$ cat src/rtl/sprite_cmd_pkg.sv
// Shared types and encodings for the sprite command bus encoder.
// Both the FIFO and the word formatter use the record layout and word helpers below.
package sprite_cmd_pkg;

  localparam logic [3:0] INFO_NOP   = 4'h0;
  localparam logic [3:0] INFO_WRITE = 4'h1;
  localparam logic [3:0] INFO_FLUSH = 4'hF;

  localparam logic [2:0] TYPE_ATTR  = 3'b001;
  localparam logic [2:0] TYPE_X     = 3'b010;
  localparam logic [2:0] TYPE_Y     = 3'b011;
  localparam logic [2:0] TYPE_SHIFT = 3'b100;

  typedef struct packed {
    logic [5:0] sub_comp;
    logic [4:0] child;
    logic       visible;
    logic       flip;
    logic [4:0] pattern;
    logic [9:0] x;
    logic [9:0] y;
    logic [9:0] shift;
  } sprite_upd_t;

  typedef struct packed {
    logic [5:0]  sub_comp;
    logic [4:0]  child;
    logic [3:0]  info;
    logic [2:0]  typ;
    logic        pp_selc;
    logic [12:0] msg;
  } cmd_word_t;

  typedef enum logic [2:0] {
    ST_IDLE,
    ST_ATTR,
    ST_X,
    ST_Y,
    ST_SHIFT,
    ST_FLUSH
  } enc_state_e;

  function automatic cmd_word_t write_word(input sprite_upd_t rec, input logic [2:0] typ,
                                           input logic pp);
    cmd_word_t w;
    w.sub_comp = rec.sub_comp;
    w.child    = rec.child;
    w.info     = INFO_WRITE;
    w.typ      = typ;
    w.pp_selc  = pp;
    case (typ)
      TYPE_ATTR:  w.msg = {rec.visible, rec.flip, 6'b0, rec.pattern};
      TYPE_X:     w.msg = {3'b0, rec.x};
      TYPE_Y:     w.msg = {3'b0, rec.y};
      TYPE_SHIFT: w.msg = {3'b0, rec.shift};
      default:    w.msg = '0;
    endcase
    return w;
  endfunction

  function automatic cmd_word_t flush_word(input logic pp);
    cmd_word_t w;
    w         = '0;
    w.info    = INFO_FLUSH;
    w.pp_selc = pp;
    return w;
  endfunction

endpackage

$ cat src/rtl/sprite_upd_fifo.sv
// Synchronous FIFO of sprite update records with registered full/empty flags.
// Full and empty come from the next-state count, so both are plain flops at the outputs.
module sprite_upd_fifo
  import sprite_cmd_pkg::*;
#(
  parameter int DEPTH = 4
) (
  input  logic        clk_i,
  input  logic        rst_ni,
  input  logic        push_i,
  input  sprite_upd_t data_i,
  input  logic        pop_i,
  output sprite_upd_t data_o,
  output logic        full_o,
  output logic        empty_o
);

  localparam int AW = $clog2(DEPTH);
  localparam int CW = AW + 1;

  sprite_upd_t     mem_q [DEPTH];
  logic [AW-1:0]   wr_ptr_q, rd_ptr_q;
  logic [CW-1:0]   count_q, count_d;
  logic            full_q, empty_q;
  logic            do_push, do_pop;

  assign do_push = push_i & ~full_q;
  assign do_pop  = pop_i & ~empty_q;
  assign count_d = count_q + CW'(do_push) - CW'(do_pop);

  always_ff @(posedge clk_i) begin
    if (do_push) begin
      mem_q[wr_ptr_q] <= data_i;
    end
  end

  // Pointers wrap for free because DEPTH is a power of two.
  always_ff @(posedge clk_i or negedge rst_ni) begin
    if (!rst_ni) begin
      wr_ptr_q <= '0;
      rd_ptr_q <= '0;
      count_q  <= '0;
      full_q   <= 1'b0;
      empty_q  <= 1'b1;
    end else begin
      if (do_push) wr_ptr_q <= wr_ptr_q + AW'(1);
      if (do_pop)  rd_ptr_q <= rd_ptr_q + AW'(1);
      count_q <= count_d;
      full_q  <= (count_d == CW'(DEPTH));
      empty_q <= (count_d == '0);
    end
  end

  assign data_o  = mem_q[rd_ptr_q];
  assign full_o  = full_q;
  assign empty_o = empty_q;

endmodule

$ cat src/rtl/sprite_cmd_encoder.sv
// Serializes queued sprite updates into 32-bit command words for the back buffer,
// and inserts one buffer-swap flush word per frame boundary between record groups.
module sprite_cmd_encoder
  import sprite_cmd_pkg::*;
#(
  parameter int FIFO_DEPTH = 4
) (
  input  logic        clk,
  input  logic        reset,
  input  logic        upd_valid,
  output logic        upd_ready,
  input  logic [5:0]  upd_sub_comp,
  input  logic [4:0]  upd_child,
  input  logic        upd_visible,
  input  logic        upd_flip,
  input  logic [4:0]  upd_pattern,
  input  logic [9:0]  upd_x,
  input  logic [9:0]  upd_y,
  input  logic [9:0]  upd_shift,
  input  logic        frame_start,
  output logic [31:0] writedata,
  output logic        front_buf,
  output logic        busy
);

  enc_state_e  state_q, state_d;
  cmd_word_t   word_q, word_d;
  sprite_upd_t cur_q, cur_d;
  sprite_upd_t upd_rec, fifo_head;
  logic        front_buf_q, front_buf_d;
  logic        flush_pend_q, flush_pend_d;
  logic        fifo_full, fifo_empty, pop, take_flush;

  assign upd_rec = {upd_sub_comp, upd_child, upd_visible, upd_flip, upd_pattern,
                    upd_x, upd_y, upd_shift};

  sprite_upd_fifo #(.DEPTH(FIFO_DEPTH)) u_fifo (
    .clk_i   (clk),
    .rst_ni  (reset),
    .push_i  (upd_valid),
    .data_i  (upd_rec),
    .pop_i   (pop),
    .data_o  (fifo_head),
    .full_o  (fifo_full),
    .empty_o (fifo_empty)
  );

  // Each state's word is formed on the transition into it, so words leave back-to-back
  // and every idle cycle drives an all-zero no-op word.
  always_comb begin
    state_d     = state_q;
    word_d      = '0;
    cur_d       = cur_q;
    front_buf_d = front_buf_q;
    pop         = 1'b0;
    take_flush  = 1'b0;
    case (state_q)
      ST_IDLE: begin
        if (flush_pend_q) begin
          state_d     = ST_FLUSH;
          take_flush  = 1'b1;
          word_d      = flush_word(~front_buf_q);
          front_buf_d = ~front_buf_q;
        end else if (!fifo_empty) begin
          state_d = ST_ATTR;
          pop     = 1'b1;
          cur_d   = fifo_head;
          word_d  = write_word(fifo_head, TYPE_ATTR, ~front_buf_q);
        end
      end
      ST_ATTR: begin
        state_d = ST_X;
        word_d  = write_word(cur_q, TYPE_X, ~front_buf_q);
      end
      ST_X: begin
        state_d = ST_Y;
        word_d  = write_word(cur_q, TYPE_Y, ~front_buf_q);
      end
      ST_Y: begin
        state_d = ST_SHIFT;
        word_d  = write_word(cur_q, TYPE_SHIFT, ~front_buf_q);
      end
      ST_SHIFT: state_d = ST_IDLE;
      ST_FLUSH: state_d = ST_IDLE;
      default:  state_d = ST_IDLE;
    endcase
  end

  // A pulse arriving while a flush is still owed (including the cycle it is taken) merges.
  assign flush_pend_d = take_flush ? 1'b0 : (flush_pend_q | frame_start);

  always_ff @(posedge clk or negedge reset) begin
    if (!reset) begin
      state_q      <= ST_IDLE;
      word_q       <= '0;
      cur_q        <= '0;
      front_buf_q  <= 1'b0;
      flush_pend_q <= 1'b0;
    end else begin
      state_q      <= state_d;
      word_q       <= word_d;
      cur_q        <= cur_d;
      front_buf_q  <= front_buf_d;
      flush_pend_q <= flush_pend_d;
    end
  end

  assign upd_ready = ~fifo_full;
  assign writedata = word_q;
  assign front_buf = front_buf_q;
  assign busy      = (state_q != ST_IDLE) | ~fifo_empty | flush_pend_q;

endmodule

$ cat config.mk
export PLATFORM = sky130hd
export DESIGN_NAME = sprite_cmd_encoder
export DESIGN_NICKNAME = d
export VERILOG_FILES = /design/src/rtl/sprite_cmd_pkg.sv /design/src/rtl/sprite_upd_fifo.sv /design/src/rtl/sprite_cmd_encoder.sv
export SDC_FILE = /design/constraint.sdc
export NUM_CORES = 1
export LEC_CHECK = 0
export BUFFER_PORTS_ARGS = -buffer_cell sky130_fd_sc_hd__buf_2
export CAP_MARGIN = 30
export CORE_ASPECT_RATIO = 1.75
export CORE_MARGIN = 3
export CORE_UTILIZATION = 32
export CTS_CLUSTER_DIAMETER = 150
export DETAILED_ROUTE_END_ITERATION = 10
export GPL_ROUTABILITY_DRIVEN = 0
export HOLD_SLACK_MARGIN = 0.08
export PLACE_DENSITY = 0.51
export SLEW_MARGIN = 40
export SYNTH_ARGS = -nofsm -noshare
export SYNTH_HDL_FRONTEND = slang
export SYNTH_HIERARCHICAL = 1
export SYNTH_SLANG_ARGS = --single-unit
$ cat constraint.sdc
create_clock -name clk -period 3.6 [get_ports clk]
set_input_delay 0 -clock clk [delete_from_list [all_inputs] [get_ports clk]]
set_output_delay 0 -clock clk [all_outputs]
set_load 0.05 [all_outputs]
After elaboration in Yosys (flattened, before gate mapping)

Memories as Yosys holds them, arrays and structs flattened.
Cells that the tools add are included.

Add/subtract/negate cells: 4
Multiply operators: 0
Divide/modulo/power cells: 0
Magnitude comparators: 0
Eq/ne operators: 5
Shift-type cells: 0
Muxes and demuxes: 14
Bitwise gates (word level): 9
Reduce and logical (&&, ||, !) cells: 5

Operators with widths:

| kind                | count |
|---|---|
| $pmux 32 s4         | 1 |
| $mux 32             | 2 |
| $pmux 3 s4          | 1 |
| $mux 1              | 8 |
| $eq 3x2->1 const B  | 2 |
| $logic_not 3->1     | 2 |
| $mux 3              | 2 |
| $add 2x1->2 const B | 2 |
| $not 1->1           | 4 |
| $add 3x1->3         | 1 |
| $eq 3x1->1 const B  | 1 |
| $eq 3x3->1 const B  | 1 |
| $ne 3x3->1 const B  | 1 |
| $or 1x1->1          | 3 |
| $reduce_and 3->1    | 1 |
| $reduce_bool 3->1   | 1 |
| $sub 3x1->3         | 1 |
| $and 1x1->1         | 2 |
| $reduce_and 2->1    | 1 |

Bits in registers: 87
Bits in latches: 0
Bits in writable memories: 192
Bits in read-only memories: 0
Input bits: 52
Output and inout bits: 35
Word-level logic and storage cells: 57
Memories kept: 1

Memories:

| memory       | depth | bits a word | rd ports | clocked after Yosys merged registers in | write ports | line                  | source |
|---|---|---|---|---|---|---|---|
| u_fifo.mem_q | 4     | 48          | 1        | 0                                       | 1           | sprite_upd_fifo.sv:21 | `sprite_upd_t mem_q [DEPTH];` |

Longest topological paths before layout

Gate-level depths: netlist (run 1).

Depth after elaboration: 6
Depth in mapped cells: 12
Gate-level depth less buffers: 9

Cells and area by module

The synthesis (run 1) kept the hierarchy.

Modules (own cells, without submodules):

| module             | times used | cells each | area each (sq um) |
|---|---|---|---|
| sprite_upd_fifo    | 1          | 287        | 7447.1 |
| sprite_cmd_encoder | 1          | 206        | 3166.8 |

Worst setup path before layout (run 1)

No wires, ideal clock.

Path type: register to register
Start: register u_fifo.empty_q (netlist: u_fifo/empty_o)
End: register u_fifo.full_q (netlist: u_fifo/full_o)
Setup time: 0.121 ns
Arrival time: 2.524 ns
Data required time: 3.479 ns
Slack: 0.956 ns
Cell stages (with the launch flop): 11
Buffers on the path: 2
Clock period less this slack: 2.644 ns
Path through: dfstp_2 -> and3b_1 -> buf_6 -> buf_4 -> nor2b_1 -> ha_1 -> inv_1 -> ha_1 -> fa_1 -> xnor3_1 -> nor3b_1

Word-level cells in the longest chain between the ends: 6
Elaborated cells between the ends (all ways): 7

RTL lines:

| element                     | line                     | source |
|---|---|---|
| from (decl)                 | sprite_upd_fifo.sv:24    | `logic full_q, empty_q;` |
| from (signal assigned)      | sprite_upd_fifo.sv:50    | `empty_q <= (count_d == '0);` |
| $mux 1                      | sprite_cmd_encoder.sv:64 | `end else if (!fifo_empty) begin` |
| $mux 1                      | sprite_cmd_encoder.sv:59 | `if (flush_pend_q) begin` |
| $mux 1                      | sprite_cmd_encoder.sv:57 | `case (state_q)` |
| named net pop               | sprite_cmd_encoder.sv:32 | `logic fifo_full, fifo_empty, pop, take_flush;` |
| $and 1x1->1                 | sprite_upd_fifo.sv:28    | `assign do_pop = pop_i & ~empty_q;` |
| named net u_fifo.do_pop     | sprite_upd_fifo.sv:25    | `logic do_push, do_pop;` |
| $sub 3x1->3                 | sprite_upd_fifo.sv:29    | `assign count_d = count_q + CW'(do_push) - CW'(do_pop);` |
| named net u_fifo.count_d[2] | sprite_upd_fifo.sv:23    | `logic [CW-1:0] count_q, count_d;` |
| $eq 3x3->1                  | sprite_upd_fifo.sv:49    | `full_q <= (count_d == CW'(DEPTH));` |
| to (signal assigned)        | sprite_upd_fifo.sv:49    |  |
| to (decl)                   | sprite_upd_fifo.sv:24    |  |

The timed path passes the listed nets, and every way through them passes these cells.
A chain may end at the register's enable or synchronous reset.

Final worst setup path (run 1)

Start: register state_q[2]
End: register u_fifo.full_q (netlist: u_fifo/full_o)

Word-level cells in the longest chain between the ends: 5

RTL lines:

| element                     | line                      | source |
|---|---|---|
| from (decl)                 | sprite_cmd_encoder.sv:26  | `enc_state_e state_q, state_d;` |
| from (signal assigned)      | sprite_cmd_encoder.sv:100 | `state_q <= state_d;` |
| $logic_not 3->1             | sprite_cmd_encoder.sv:57  |  |
| $mux 1                      | sprite_cmd_encoder.sv:57  |  |
| $and 1x1->1                 | sprite_upd_fifo.sv:28     |  |
| named net u_fifo.do_pop     | sprite_upd_fifo.sv:25     |  |
| $sub 3x1->3                 | sprite_upd_fifo.sv:29     |  |
| named net u_fifo.count_d[2] | sprite_upd_fifo.sv:23     |  |
| $eq 3x3->1                  | sprite_upd_fifo.sv:49     |  |

The timed path passes the listed nets, and every way through them passes these cells.

==> results of run 1 <==
-- how the worst min path moves through the flow --
stage                                endpoint  depth (start not counted)  slack (ns)
after floorplan                      cur_q[0]                          0       -0.30
after global placement          writedata[12]                          1        0.11
after detailed placement        writedata[11]                          1        0.12
after CTS                        writedata[0]                          2        0.09
after global routing       u_fifo/mem_q[3][4]                          2        0.21
final                     u_fifo/mem_q[3][20]                          2        0.21
-- report_power, final --
group / internal, uW / switching [uW]
Sequential: 4310 / 436
Combinational: 1580 / 1850
Clock: 1590 / 1150
Total: 7470 / 3440
-- state kept, by name, summed over array words and instances (netlist names) --
register,flops
flush_pend_q,1
u_fifo/mem_q,192
u_fifo/empty_o,1
u_fifo/wr_ptr_q,2
cur_q,41
front_buf,1
u_fifo/full_o,1
writedata,29
u_fifo/count_q,3
u_fifo/rd_ptr_q,2
state_q,3
-- routing by layer --
| metal | GRT usage | wire length [microns] | vias to the layer above |
|---|---|---|---|
| met5 | 0 | 0 | - |
| met3 | 0.01683 | 830 | 23 |
| met4 | 0.03963 | 387 | 0 |
| li1 | - | - | 2236 |
| met1 | 0.1447 | 8277 | 2583 |
| met2 | 0.2284 | 11690 | 111 |
-- layout by cell type, fill, tap and decap left out, drive strengths merged, types with 2 or more instances in the layout --
cell type / count
a211oi: 5
a22oi: 5
edfxtp: 192
xor2: 2
ha: 6
clkinv: 11
xnor2: 3
mux2i: 5
dfrtp: 83
buf: 99
nor2: 12
nand3: 2
mux2: 47
a21o: 6
a21oi: 7
mux4: 48
nor2b: 4
a22o: 11
dlygate4sd3: 52
clkinvlp: 2
and2: 7
bufinv: 3
clkbuf: 32
inv: 9
-- kinds of logic (layout without fill, tap and decap cells) --
logic type,after synthesis,count (layout),share of synthesized area
AOI/OAI and AO/OA,35,35,0.02428
xor gates and xnor gates,6,6,0.006248
adders and majority gates,7,7,0.008959
buffers and inverters,37,208,0.03218
DFF,276,276,0.7414
muxes,100,100,0.1706
other,1,1,0.0003533
and+or+nand+nor,31,31,0.01603
-- worst reg2reg max path: stages (launching register included) --
cell     delay [ns]
dfrtp_1        0.71
nor2_4         0.10
and3b_4        0.20
nor2b_1        0.15
ha_1           0.27
inv_1          0.04
ha_1           0.19
fa_1           0.39
xnor3_1        0.43
nor3b_1        0.20
-- layout make-up --
type                    count  area [sq um]
fillers                  2977         19690
flip-flops and latches    276          7874
multi-input cells         180          2416
repair buffers            151          1074
clock buffers              32         694.4
well taps                 400         500.5
clock inverters            16         156.4
inverters                   9         33.78
-- repair_timing --
item,4_1_cts,5_1_grt
endpoints found under the hold margin,247,52
gates resized for setup,0,0
hold buffers,51,1
-- metrics by stage --
| stage | power (uW) | util | instance area [sq um] |
|---|---|---|---|
| 2_1_floorplan | 7484 | - | 10610 |
| 3_3_place_gp | 8180 | 0.3504 | 11370 |
| 3_5_place_dp | 8284 | 0.3506 | 11370 |
| 4_1_cts | 11120 | 0.3926 | 12730 |
| 5_1_grt | 11520 | 0.3930 | 12750 |
| 6_report | 10910 | 0.3930 | 12750 |
==> results.json, run 1 <==
{
  "fin_cells": 1064,
  "yosys.area.top_type": "edfxtp_1",
  "slew_violations": 0,
  "grt_pass1_wl_mm": 33.15,
  "min-delay-start": "upd_x[0]",
  "antenna_found_initial": 1,
  "cpPeakStageDelay_ns": 0.71,
  "r2r-end": "u_fifo/full_o",
  "grt_pass1_vias": 5633,
  "crit_type": "flop to flop",
  "cts_tree": "built",
  "drc": 0,
  "antenna_cells": 0,
  "critPathSlowestCell": "dfrtp_1",
  "worstSetupStartpointType": "flop",
  "hold_viol_final": 0,
  "dp_hpwl_mm": 13.24,
  "synthMostInstantiatedCell": "edfxtp_1",
  "grt_use_total": 0.1230,
  "firstDrtPassIters": 5,
  "yosysWarnings": 6,
  "setup_viol": 0,
  "crit_required_ns": 4.04,
  "endpoint": "u_fifo/full_o",
  "clkTransAtPathRegs_ns": 0.07,
  "ff2ff_path_depth": 9,
  "die_h_microns": 246.9,
  "dr_total_vias": 4953,
  "path_cells": "nor2_4 -> and3b_4 -> nor2b_1 -> ha_1 -> inv_1 -> ha_1 -> fa_1 -> xnor3_1 -> nor3b_1",
  "synthCells": 493,
  "synth-async-reset-ratio": 0.3043,
  "ys_types": 36,
  "crit_start": "state_q[2]",
  "worstMarginPinSlew_ns": 0.7903,
  "final_antenna_net_count": 0,
  "die_w_microns": 143.7,
  "first_iter_violations": 245,
  "syn-num-nets": 552,
  "core_sq_mm": 0.03244,
  "postSynthAreaPerCell_sq_um": 21.53,
  "cts.sinks": 276,
  "nNetsFinal": 703,
  "synth_flop_cell": "edfxtp_1",
  "leakage_uw": 0.004818,
  "fin_ws_ns": 0.8392,
  "synth-edff-count": 192,
  "drive_gt1_frac": 0.3675,
  "yosysTopAreaCellShare": 0.5432,
  "io_pins": 87,
  "crit_top_cell": "ha_1",
  "vdd_drop_max_mv": 0.3997,
  "r2r_slack_ns": 0.84,
  "routed_via_density": 4.655,
  "clockBufferDepth": 3,
  "outcome": "finished clean",
  "finalCritPeriodShare": 0.7669,
  "wirelength_mm": 21.19,
  "min_period_ns": 2.761,
  "dieArea_sq_mm": 0.03548,
  "syn2layout_area_growth_pct": 20.11,
  "cp_num_cells": 9,
  "cts_root_buffer": "clkbuf_16",
  "skew_ns": 0.009837,
  "synth_area_leaders": "edfxtp_1 54%, dfrtp_1 20%, mux4_2 10%",
  "netlist_area_sq_mm": 0.01061,
  "rsz0062_at_grt": "no",
  "cp.arrival_ns": 3.20,
  "rows": 87,
  "initial_core_util": 0.3272,
  "grt_start_max_net_pins": 62,
  "dp.cells": 964,
  "power_density_mw_per_mm2": 855.5,
  "synth-seq-cells": 276,
  "insertion_delay_ns": 0.53,
  "slew_headroom": 0.4731,
  "hold_slack_ns": 0.2145,
  "post_drt_wl_per_cell_microns": 19.91,
  "overflow": 0,
  "cp_max_fo": 17,
  "hold_path_class": "input pin to flop",
  "endpoint_kind": "flop",
  "synth-seq-area-share": 0.7414,
  "max-cap-violations": 0,
  "port_buffers": 85,
  "cp_num_buf_inv": 1,
  "r2r_start": "state_q[2]",
  "cts_buffers": 26,
  "fmax_ghz": 0.3622,
  "cts_setup_buffers": 0,
  "tns_ns": 0,
  "cts_max_level": 1,
  "post-place-ws_ns": 0.8342,
  "yosys-top-cells-count": "192 x edfxtp_1, 83 x dfrtp_1, 48 x mux4_2, 40 x mux2_4",
  "path_delay_family": "adder cells"
}
Power figures use the tool's default switching activity.
==> inputs of run 2 (changes only) <==
Clock period 3.6 ns to 2.6 ns, I/O delays scaled along.
==> run 2 against run 1 <==
  * Wire length increased by 1.7%
  * Critical path type unchanged
  * Largest cell class unchanged
  * Critical path depth is the same
  * Setup slack got worse by 0.60 ns
==> results.json, run 2 (synthesis results as in run 1) <==
{
  "grt_use_met1": 0.1437,
  "dieArea_sq_mm": 0.03548,
  "nNetsFinal": 706,
  "rsz0062_at_grt": "no",
  "critPathSlowestCell": "dfrtp_1",
  "finalCritPeriodShare": 0.9078,
  "port_buffers": 85,
  "power_density_mw_per_mm2": 1197,
  "io_pins": 87,
  "leakage_uw": 0.004890,
  "endpoint_kind": "flop",
  "cpPeakStageDelay_ns": 0.41,
  "cts_buffers": 26,
  "worstMarginPinSlew_ns": 0.7403,
  "r2r_slack_ns": 0.24,
  "grtUsageMet2": 0.2386,
  "initial_core_util": 0.3272,
  "r2r_start": "flush_pend_q",
  "vdd_drop_max_mv": 0.4996,
  "insertion_delay_ns": 0.55,
  "combPwrFrac": 0.312,
  "cp.arrival_ns": 2.82,
  "cts.sinks": 276,
  "die_h_microns": 246.9,
  "regMostFlops": "u_fifo/mem_q",
  "rows": 87,
  "first_iter_violations": 202,
  "cp_num_buf_inv": 1,
  "holdPathEnd": "u_fifo/mem_q[0][35]",
  "hold_slack_ns": 0.2087,
  "crit_top_cell": "ha_1",
  "grt_pass1_wl_mm": 33.53,
  "dr_total_vias": 5028,
  "grt_use_total": 0.1254,
  "min-delay-start": "upd_flip",
  "min_period_ns": 2.360,
  "largest_reg_flops": 192,
  "post_cts_resized": 0,
  "tns_ns": 0,
  "hold_viol_final": 0,
  "die_w_microns": 143.7,
  "final_common_cell": "edfxtp_1",
  "power_switching_uw": 4813,
  "dp_hpwl_mm": 12.86,
  "path_cells": "nor2_1 -> and3b_4 -> nor2b_1 -> ha_1 -> inv_1 -> ha_1 -> fa_1 -> xnor3_1 -> nor3b_1",
  "grt_pass1_vias": 5717,
  "cts_max_level": 1,
  "max-cap-violations": 0,
  "worstSetupStartpointType": "flop",
  "clock_power_share": 0.262,
  "clockBufferDepth": 3,
  "p_int_uw": 10680,
  "final_cell_mix": "192 x edfxtp_1, 84 x buf_2, 81 x dfrtp_1",
  "antenna_found_initial": 0,
  "drive_gt1_frac": 0.3718,
  "slew_headroom": 0.5065,
  "grt_most_used_layer": "met2",
  "r2r-end": "u_fifo/full_o",
  "post_drt_wl_per_cell_microns": 20.20,
  "outcome": "finished clean",
  "final_antenna_net_count": 0,
  "firstDrtPassIters": 4,
  "hold_path_class": "input pin to flop",
  "switching_share": 0.3106,
  "clkTransAtPathRegs_ns": 0.07,
  "slew_violations": 0,
  "ff2ff_path_depth": 9,
  "grt_use_met3": 0.01761,
  "path_delay_family": "simple AND/OR/NAND/NOR gates",
  "antenna_cells": 0,
  "cp_max_fo": 4,
  "routed_via_density": 4.712,
  "syn2layout_area_growth_pct": 21.93,
  "p_seq_frac": 0.425,
  "skew_ns": 0.02145,
  "grt_start_max_net_pins": 62,
  "fmax_ghz": 0.4237,
  "crit_required_ns": 3.06,
  "cts_tree": "built",
  "setup_viol": 0,
  "core_sq_mm": 0.03244,
  "overflow": 0,
  "cts_root_buffer": "clkbuf_16",
  "crit_type": "flop to flop",
  "drc": 0,
  "wirelength_mm": 21.55,
  "min_path_cells": 2
}
==> run 2: changes by cell type in the layout (fill, tap and decap cells not counted), sizes merged <==
cell and delta:
clkbuf +3, clkinvlp +1, bufinv +1, inv +1, clkinv -6, buf +3
==> run 2: final cells by class <==
cell class / instances / area [sq um]
clock inverter: 13 / 186.4
tap: 400 / 500.5
clock buffer: 35 / 747.0
timing repair buffer: 154 / 1187
inverter: 9 / 33.78
multi-input combinational: 180 / 2412
sequential: 276 / 7874
fill: 2937 / 19500
==> run 2: power by group through the flow <==
stage               registers (uW)  logic (uW)  clock network [uW]
detailed placement            6710        4890                   0
CTS                           6630        4970                4190
global route                  6730        5210                4380
floorplan                     6970        3380                   0
global placement              6650        4800                   0
finish                        6590        4840                4060
==> run 2: worst max-delay path by stage <==
| stage | start | endpoint | cells after the start |
|---|---|---|---|
| finish | flush_pend_q | u_fifo/full_o | 9 |
| global route | flush_pend_q | u_fifo/full_o | 9 |
| CTS | u_fifo/empty_o | u_fifo/full_o | 8 |
| detailed placement | u_fifo/empty_o | u_fifo/full_o | 8 |
| global placement | u_fifo/empty_o | u_fifo/full_o | 8 |
| floorplan | u_fifo/empty_o | u_fifo/full_o | 10 |
==> run 2: per-layer routing <==
| layer | share of wire | up-vias | wire length (microns) |
|---|---|---|---|
| li1 | - | 2237 | - |
| met3 | 0.037 | 25 | 790 |
| met1 | 0.38 | 2666 | 8175 |
| met2 | 0.57 | 100 | 12210 |
| met4 | 0.018 | 0 | 382 |
| met5 | 0 | - | 0 |
==> run 2: through the flow <==
stage / util / setup slack, ns / std cells / area [sq um] / power (uW)
detailed placement: 0.3533 / 0.2299 / 966 / 11460 / 11600
finish: 0.3989 / 0.2398 / 1067 / 12940 / 15500
floorplan: - / 0.1058 / 493 / 10610 / 10360
CTS: 0.3989 / 0.2212 / 1067 / 12940 / 15800
global route: 0.3989 / 0.1087 / 1067 / 12940 / 16310
global placement: 0.3532 / 0.3230 / 966 / 11460 / 11440
==> run 2: repair_timing <==
action	in CTS	in global routing
buffers inserted	0	0
endpoints found under the hold margin	279	0
hold buffers	53	0
endpoints found under the setup margin	0	0
==> inputs of run 3 (changes only) <==
Settings changed: SYNTH_HIERARCHICAL 1 to unset.
==> run 3 against run 2 <==
  * Non-clock buffer count increased by 2
  * Synthesized cell count increased by 0.20%
  * Combinational power hardly changed
  * Area after synthesis barely moved
  * Critical endpoint is now u_fifo.full_o
  * Sequential power is 1% lower
  * Flip-flop and latch count unchanged
  * Cell count rose by 0.19%
  * Setup slack better by 0.041 ns
  * Die area barely moved
  * Highest routed layer unchanged
  * Critical path depth did not move
  * Largest power group unchanged
==> results.json, run 3 <==
{
  "outcome": "finished clean",
  "path_cells": "nor4_4 -> nand2b_2 -> clkinv_4 -> ha_1 -> inv_1 -> ha_1 -> fa_1 -> xnor2_1 -> nor3b_1",
  "finalCritPeriodShare": 0.8920,
  "combPwrFrac": 0.315,
  "final_antenna_net_count": 0,
  "leakage_uw": 0.004838,
  "core_sq_mm": 0.03244,
  "die_w_microns": 143.6,
  "r2r_start": "state_q[2]",
  "yosys.area.top_type": "edfxtp_1",
  "min_period_ns": 2.319,
  "ys_types": 38,
  "io_pins": 87,
  "port_buffers": 85,
  "endpoint_kind": "flop",
  "cts_max_level": 1,
  "yosysWarnings": 0,
  "regMostFlops": "u_fifo.mem_q",
  "critPathSlowestCell": "dfrtp_1",
  "rsz0062_at_grt": "no",
  "die_h_microns": 246.9,
  "firstDrtPassIters": 4,
  "synthCells": 494,
  "syn2layout_area_growth_pct": 21.51,
  "slew_headroom": 0.5140,
  "cpPeakStageDelay_ns": 0.41,
  "synth_flop_cell": "edfxtp_1",
  "drc": 0,
  "hold_path_class": "input pin to flop",
  "setup_viol": 0,
  "crit_required_ns": 3.02,
  "grt_use_total": 0.1199,
  "yosysTopAreaCellShare": 0.5435,
  "path_delay_family": "simple AND/OR/NAND/NOR gates",
  "insertion_delay_ns": 0.53,
  "cp_max_fo": 3,
  "postSynthAreaPerCell_sq_um": 21.47,
  "synth-async-reset-ratio": 0.3043,
  "worstSetupStartpointType": "flop",
  "wirelength_mm": 20.84,
  "hold_viol_final": 0,
  "post-place-ws_ns": 0.2988,
  "cts_root_buffer": "clkbuf_16",
  "cp.arrival_ns": 2.74,
  "clock_power_share": 0.262,
  "final_cell_mix": "192 x edfxtp_1, 85 x buf_2, 81 x dfrtp_1",
  "post_cts_resized": 0,
  "clockBufferDepth": 3,
  "post_drt_wl_per_cell_microns": 19.49,
  "power_density_mw_per_mm2": 1193,
  "fmax_ghz": 0.4312,
  "yosys-top-cells-count": "192 x edfxtp_1, 83 x dfrtp_1, 48 x mux4_2, 41 x mux2_4, 15 x nor2_1",
  "drive_gt1_frac": 0.3976,
  "skew_ns": 0.01728,
  "synth-seq-area-share": 0.7418,
  "worstMarginPinSlew_ns": 0.7290,
  "p_seq_frac": 0.422,
  "tns_ns": 0,
  "dp_hpwl_mm": 13.30,
  "cts_tree": "built",
  "overflow": 0,
  "crit_type": "flop to flop",
  "cts_setup_buffers": 0,
  "max-cap-violations": 0,
  "initial_core_util": 0.3270,
  "cts.sinks": 276,
  "min-delay-start": "upd_y[6]",
  "largest_reg_flops": 192,
  "synth_area_leaders": "edfxtp_1 54%, dfrtp_1 20%, mux4_2 10%",
  "antenna_cells": 0,
  "grt_start_max_net_pins": 60,
  "nFillCells": 2924,
  "synthMostInstantiatedCell": "edfxtp_1",
  "cts_hold_buffers": 53,
  "synth-seq-cells": 276,
  "routed_via_density": 4.692,
  "first_iter_violations": 228,
  "cts_buffers": 26,
  "dr_total_vias": 5016,
  "grt_pass1_wl_mm": 32.52,
  "hold_slack_ns": 0.2246,
  "crit_top_cell": "ha_1",
  "clkTransAtPathRegs_ns": 0.06,
  "fin_ws_ns": 0.2809,
  "grt_pass1_vias": 5565,
  "netlist_area_sq_mm": 0.01061,
  "syn-num-nets": 553,
  "cp_num_buf_inv": 2,
  "final_common_cell": "edfxtp_1",
  "dieArea_sq_mm": 0.03546,
  "crit_start": "state_q[2]",
  "rows": 87,
  "switching_share": 0.3068,
  "slew_violations": 0,
  "nNetsFinal": 708,
  "p_int_uw": 10660,
  "antenna_found_initial": 0,
  "power_switching_uw": 4719,
  "synth-edff-count": 192,
  "vdd_drop_max_mv": 0.4609
}
## run 3: changes by cell type after synthesis, moves of 6 or more
| cell | delta |
|---|---|
| a22o_2 | +10 |
| a21o_1 | -6 |
| a22o_1 | -10 |
| clkbuf_1 | +6 |
| buf_2 | -6 |
## run 3: kinds of logic (layout without fill, tap and decap cells)
| logic type | after synthesis | after routing | share of synthesized area |
|---|---|---|---|
| DFF | 276 | 276 | 0.7418 |
| buffers and inverters | 40 | 215 | 0.03090 |
| and+or+nand+nor | 33 | 33 | 0.01746 |
| xor gates and xnor gates | 7 | 7 | 0.005780 |
| adders and majority gates | 7 | 7 | 0.008964 |
| muxes | 99 | 99 | 0.1706 |
| AOI/OAI and AO/OA | 31 | 31 | 0.02418 |
| other | 1 | 1 | 0.0003535 |
## run 3: power groups by stage
stage          Combinational, uW  Clock, uW  Sequential, uW
2_1_floorplan               3370          0            6920
3_3_place_gp                4830          0            6550
3_5_place_dp                4920          0            6610
4_1_cts                     4990       4170            6530
5_1_grt                     5230       4330            6640
6_report                    4850       4030            6500
## run 3: final cells by class
cell class	count	area [sq um]	area share
clock inverter	13	197.7	0.01534
inverter	11	46.29	0.003592
multi-input combinational	178	2416	0.1874
clock buffer	35	725.7	0.05630
sequential	276	7874	0.6109
tap	400	500.5	0.03883
timing repair buffer	156	1130	0.08765
## run 3: final timing paths
kind	cells past startpoint	to	slack, ns
worst max-delay path	9	u_fifo.full_o	0.28
worst min-delay path	2	u_fifo.mem_q[1][16]	0.22
worst max register to register	9	u_fifo.full_o	0.28
worst min register to register	1	writedata[13]	0.48
max in group asynchronous	4	cur_q[37]	1.34
min in group asynchronous	3	cur_q[47]	0.52
## run 3: routing by layer
metal | part of all wire | vias to the layer above | GRT usage
met2 | 0.57 | 104 | 0.2282
met5 | 0 | - | 0
li1 | - | 2242 | -
met1 | 0.37 | 2644 | 0.1348
met4 | 0.021 | 0 | 0.03880
met3 | 0.038 | 26 | 0.01800
## run 3: metrics by stage
stage	utilization	total power [uW]	cell area [sq um]	instances
after floorplan	-	10290	10610	494
after global placement	0.3526	11380	11440	968
after detailed placement	0.3527	11530	11440	968
after CTS	0.3975	15680	12890	1069
after global routing	0.3974	16200	12890	1069
final	0.3974	15380	12890	1069
